<file path="src/rtl/mod_banderas_pipe_pkg.sv">
// Shared definitions for the pipelined ALU status-flag block: flag bit
// positions, flag count and chunk-count helper.
package mod_banderas_pipe_pkg;

  localparam int NUM_FLAGS = 5;
  localparam int FLG_PF    = 0;
  localparam int FLG_ZF    = 1;
  localparam int FLG_SF    = 2;
  localparam int FLG_CF    = 3;
  localparam int FLG_OF    = 4;

  // Mode bits travel with the result through stage 1.
  typedef struct packed {
    logic [NUM_FLAGS-1:0] mask;
    logic                 par_odd;
    logic                 sticky;
  } mode_t;

  function automatic int ceil_div(input int a, input int b);
    return (a + b - 1) / b;
  endfunction

endpackage

</file>
<file path="src/rtl/mod_reduccion_chunk.sv">
// One GROUP-wide reduction slice: XOR for partial parity, NOR for partial zero.
module mod_reduccion_chunk #(
  parameter int GROUP = 4
) (
  input  logic [GROUP-1:0] par,
  input  logic [GROUP-1:0] dat,
  output logic             x,
  output logic             z
);

  assign x = ^par;
  assign z = ~|dat;

endmodule

</file>
<file path="src/rtl/mod_banderas_pipe.sv">
// Two-stage ALU flag pipeline: stage 1 registers chunked parity/zero partials,
// stage 2 folds them into the masked, optionally sticky flag register.
module mod_banderas_pipe
  import mod_banderas_pipe_pkg::*;
#(
  parameter int WIDTH    = 8,
  parameter int PAR_BITS = 8,
  parameter int GROUP    = 4
) (
  input  logic                 CLK,
  input  logic                 RST,
  input  logic                 V_IN,
  input  logic [WIDTH-1:0]     Dato,
  input  logic                 C_IN,
  input  logic                 O_IN,
  input  logic [NUM_FLAGS-1:0] MASK,
  input  logic                 PAR_ODD,
  input  logic                 STICKY,
  input  logic                 CLR,
  output logic [NUM_FLAGS-1:0] FLAGS,
  output logic                 V_OUT
);

  localparam int STAGES = 2;
  localparam int NCH    = ceil_div(WIDTH, GROUP);
  localparam int PADW   = NCH * GROUP;

  // Zero padding is neutral for both XOR and NOR, so the partial last chunk
  // and the parity chunks past PAR_BITS need no special handling.
  logic [PADW-1:0] par_pad, zro_pad;
  assign par_pad = PADW'(Dato[PAR_BITS-1:0]);
  assign zro_pad = PADW'(Dato);

  logic [NCH-1:0] cx, cz;

  generate
    for (genvar g = 0; g < NCH; g++) begin : g_chunk
      mod_reduccion_chunk #(.GROUP(GROUP)) u_red (
        .par (par_pad[g*GROUP +: GROUP]),
        .dat (zro_pad[g*GROUP +: GROUP]),
        .x   (cx[g]),
        .z   (cz[g])
      );
    end
  endgenerate

  logic [STAGES:1] vld_pipe;
  logic [NCH-1:0]  s1_x, s1_z;
  logic            s1_msb, s1_c, s1_o;
  mode_t           s1_mode;

  always_ff @(posedge CLK or posedge RST) begin
    if (RST) begin
      vld_pipe <= '0;
    end else begin
      vld_pipe <= {vld_pipe[STAGES-1:1], V_IN};
    end
  end

  // Stage-1 payload only loads on a valid result; otherwise it is don't-care.
  always_ff @(posedge CLK or posedge RST) begin
    if (RST) begin
      s1_x    <= '0;
      s1_z    <= '0;
      s1_msb  <= 1'b0;
      s1_c    <= 1'b0;
      s1_o    <= 1'b0;
      s1_mode <= '0;
    end else if (V_IN) begin
      s1_x    <= cx;
      s1_z    <= cz;
      s1_msb  <= Dato[WIDTH-1];
      s1_c    <= C_IN;
      s1_o    <= O_IN;
      s1_mode <= '{mask: MASK, par_odd: PAR_ODD, sticky: STICKY};
    end
  end

  logic [NUM_FLAGS-1:0] nf, base, flags_d;

  always_comb begin
    nf         = '0;
    nf[FLG_PF] = ~(^s1_x) ^ s1_mode.par_odd;
    nf[FLG_ZF] = &s1_z;
    nf[FLG_SF] = s1_msb;
    nf[FLG_CF] = s1_c;
    nf[FLG_OF] = s1_o;
  end

  // A coincident clear makes the old value read as zero for this update.
  always_comb begin
    base    = CLR ? '0 : FLAGS;
    flags_d = base;
    if (vld_pipe[1]) begin
      for (int i = 0; i < NUM_FLAGS; i++) begin
        if (s1_mode.mask[i])
          flags_d[i] = s1_mode.sticky ? (base[i] | nf[i]) : nf[i];
      end
    end
  end

  always_ff @(posedge CLK or posedge RST) begin
    if (RST) FLAGS <= '0;
    else     FLAGS <= flags_d;
  end

  assign V_OUT = vld_pipe[STAGES];

endmodule

</file>
<file path="config.mk">
export PLATFORM = sky130hd
export DESIGN_NAME = mod_banderas_pipe
export DESIGN_NICKNAME = d
export VERILOG_FILES = /design/src/rtl/mod_banderas_pipe_pkg.sv /design/src/rtl/mod_reduccion_chunk.sv /design/src/rtl/mod_banderas_pipe.sv
export SDC_FILE = /design/constraint.sdc
export NUM_CORES = 1
export LEC_CHECK = 0
export CAP_MARGIN = 20
export CORE_UTILIZATION = 32
export CTS_CLUSTER_SIZE = 10
export DETAILED_ROUTE_END_ITERATION = 10
export HOLD_SLACK_MARGIN = 0.12
export PLACE_DENSITY = 0.64
export SETUP_SLACK_MARGIN = 0.02
export SYNTH_ARGS = -nofsm -noshare
export SYNTH_HDL_FRONTEND = slang
export SYNTH_HIERARCHICAL = 1
export SYNTH_SLANG_ARGS = --single-unit
</file>
<file path="constraint.sdc">
create_clock -name CLK -period 2.9 [get_ports CLK]
set_input_delay 0.58 -clock CLK [delete_from_list [all_inputs] [get_ports CLK]]
set_output_delay 0.58 -clock CLK [all_outputs]
set_load 0.05 [all_outputs]
</file>
==> results.md <==
## Yosys
• **Post-Syn Area per Cell** 14.4 um^2
• **share of the synthesized area in the top cell type** 57.9%
• **Distinct cells, synth** 16
• **share of cell area taken by muxes after synthesis** 17.4%
• **share of synthesized flip-flops with an asynchronous set or reset** 100%
• **flip-flop and latch count after synthesis** 21
• **Syn. warnings** 6
• **EDFF count, synth** 0
• **share of the synthesized netlist area taken by xor and xnor gates** 8.26%
• **synthesized-area fraction occupied by and/or/nand/nor cells** 9.78%
• **main combinational cell family by area after synthesis** multiplexers
• **primary flip-flop cell chosen by synthesis mapping** dfrtp_1
• **Commonest cells post-synth** dfrtp_1 (21), mux2_2 (14)
• **Synthesized Nets** 84
• **most used standard cell by instance count after synthesis** dfrtp_1
• **most area-consuming cells after synthesis** dfrtp_1 (58%), mux2_2 (17%), a32o_1 (4.4%)
• **area share of fa/ha/maj cells after synthesis** 0%
• **part of the Yosys area used for sequential elements** 57.9%
• **count of mapped cells out of synthesis** 63
• **Netlist Area Pre-Place** 908 um^2
• **Compound-Gate Fraction of Synth Area** 4.96%
• **biggest area consumer among synthesized cells** dfrtp_1

## Detailed routing
• **Detailed Route WL** 1.70 mm
• **remaining antenna violation count** 0
• **initial drt markers** 3
• **drt via density** 4.94
• **DR vias** 598
• **routed length per instance** 14.0 um
• **number of search-and-repair iterations in the first detailed-routing pass** 3
• **Remaining DRCs** 0

## Finish
• **combined area of the multi-input logic cells** 367 um^2
• **ant diodes** 0
• **total area of sequential cells** 526 um^2
• **Filler Cell Count** 237
• **final design area excluding fillers** 1220 um^2
• **nets@finish** 113
• **layout cell share with drive strength beyond 1** 18.7%
• **relative area change from synthesis to final layout** 34.3%

## STA
• **min cycle time layout** 2.05 ns
• **setup repair after global routing missed its margin** no
• **worst relative slew slack** 48.5%
• **final number of setup-violating endpoints** 0
• **Fin. Hold Viols** 0
• **measured slew at the worst slew-check pin** 0.771 ns
• **Achievable Freq** 487 MHz
• **portion of the clock cycle consumed by the worst path in the final layout** 70.8%
• **Setup Total Neg Slack** 0 ns
• **largest clock skew in the final design** 0.0105 ns
• **worst-case setup margin in the final layout** 0.846 ns
• **Pins Over Slew Limit** 0

## Status
• **result of the run** completed

## Worst setup path
• **CP delay by family, top** buffers and inverters
• **crit path max-delay cell type** clkdlybuf4s50_1
• **Startpoint Class** flip-flop
• **critical path's largest stage delay** 0.80 ns
• **end of the worst register-to-register path** FLAGS[0]
• **cell-by-cell listing of the critical path** clkdlybuf4s50_1
• **worst-path maximum fanout** 2
• **crit path capture type** primary output
• **worst setup path class** flip-flop to primary output
• **data required time at the worst endpoint** 2.32 ns
• **worst reg2reg setup slack** 1.75 ns
• **WP data arrival** 1.47 ns
• **CP bufs+invs** 1
• **launching element of the worst setup path** FLAGS[2]
• **Worst Reg2Reg Path Length in Cells** 2
• **Crit Reg-Reg Startpoint** s1_x[1]

## Global route
• **total global-route track usage** 11.6%
• **vias in the first global route** 649
• **maximum number of pins on one net before global-route repair** 22
• **sum of overflow across all layers after global routing** 0
• **antenna violations before repair** 0
• **global-route wire length before repair** 2.78 mm

## Clock network
• **CTS H-tree depth** 1
• **number of resized instances in the post-cts repair step** 0
• **cell chosen for the clock root** clkbuf_4
• **clock tree from TritonCTS** done
• **CTS Hold Buffers Added** 0
• **source-to-sink clock delay at the later pin of the worst-skew pair** 0.30 ns
• **clock tree sinks** 21
• **number of buffers inserted by post-CTS setup repair** 0
• **clock-pin slew reported for the worst setup and hold paths after clock tree synthesis** 0.12 ns
• **number of buffers inserted during clock tree synthesis** 3
• **Bufs on Longest Clock Path** 2

## Power
• **Internal Dissipation** 0.000471 W
• **static leakage power** 0.503 nW
• **Pwr Total** 0.000652 W
• **switching component of the power** 0.000181 W
• **share of power burned in the clock network** 21.5%
• **Flop pwr share** 53.2%
• **power density over cell area** 535 nW/um^2
• **Gate power share** 25.3%
• **switch share** 27.8%
• **worst-case vdd ir drop** 0.000416 V

## Min path
• **hold-critical path depth** 1
• **origin of the worst min-delay path** s1_o
• **capture endpoint of the worst hold path** s1_o
• **HP Class** flip-flop to flip-flop

## Floorplan
• **site row count** 18
• **Die Span Y** 55.3 um
• **CORE AREA** 2590 um^2
• **Die Width** 55.3 um
• **effective utilization at floorplan** 35.1%
• **die area** 3060 um^2
• **I/O pin count** 27

## Placed design
• **Post-DP HPWL** 1.29 mm
• **dpl cell area** 1190 um^2
• **Port Buf Inserts** 26
• **GPL Wtd Cong** 0.707
• **placement-stage worst setup slack** 0.873 ns

## Job
• **Max Cap Violations** 0

[cells in the final DEF (no fill, tap or decap)]
master and n:
a32o_1 4, and3b_1 1, clkbuf_1 1, clkbuf_4 3
clkdlybuf4s50_1 26, dfrtp_1 21, inv_1 1, mux2_2 14
nand2b_1 1, nand3b_1 4, nand4_1 1, nor2b_1 4
nor4_1 2, o21ai_0 1, xnor2_1 4, xnor3_1 1
xor2_1 2
[stage by stage]
stage | hold slack [ns] | instances | utilization (%)
finish | 0.531 | 121 | 47.1
global placement | 0.493 | 117 | 46.1
global route | 0.552 | 121 | 47.1
CTS | 0.533 | 121 | 47.1
detailed placement | 0.507 | 117 | 46.1
floorplan | 0.349 | 63 | -
[flip-flops by register name (all words and copies together), names as in the netlist]
register / count
s1_mode: 7
FLAGS: 5
s1_x: 2
s1_z: 2
vld_pipe: 2
s1_c: 1
s1_msb: 1
s1_o: 1
[kinds of logic after synthesis]
| group | Yosys count |
|---|---|
| AND/OR/NAND/NOR | 13 |
| flip-flops | 21 |
| AO/OA/AOI/OAI | 5 |
| multiplexers | 14 |
| XOR/XNOR | 7 |
| buffers and inverters | 3 |
[worst max path at each step]
stage          cells past startpoint  endpoint
4_1_cts                            1  FLAGS[0]
3_3_place_gp                       2   s1_x[0]
6_report                           1  FLAGS[2]
3_5_place_dp                       2    s1_msb
2_1_floorplan                      3   s1_x[1]
5_1_grt                            1  FLAGS[0]
[final cells by class]
| type | count | area share, % |
|---|---|---|
| Multi-Input combinational cell | 39 | 30.1 |
| Tap cell | 30 | 3.08 |
| Clock buffer | 4 | 2.15 |
| Timing Repair Buffer | 26 | 21.3 |
| Inverter | 1 | 0.308 |
| Sequential cell | 21 | 43.1 |
[layer usage]
metal / GRT usage, % / up-vias / wire length, um
met5: 0 / - / 0
met4: 0 / 0 / 0
met3: 5.39 / 0 / 100
met2: 22.2 / 19 / 822
met1: 12.2 / 293 / 772
li1: - / 286 / -
[power groups by stage]
| stage | registers [W] | clock network (W) | logic [W] |
|---|---|---|---|
| finish | 0.000347 | 0.000140 | 0.000165 |
| global route | 0.000351 | 0.000155 | 0.000176 |
| CTS | 0.000348 | 0.000144 | 0.000168 |
| detailed placement | 0.000353 | 0 | 0.000168 |
| global placement | 0.000352 | 0 | 0.000163 |
| floorplan | 0.000379 | 0 | 0.0000735 |
Power figures use the tool's default switching activity.
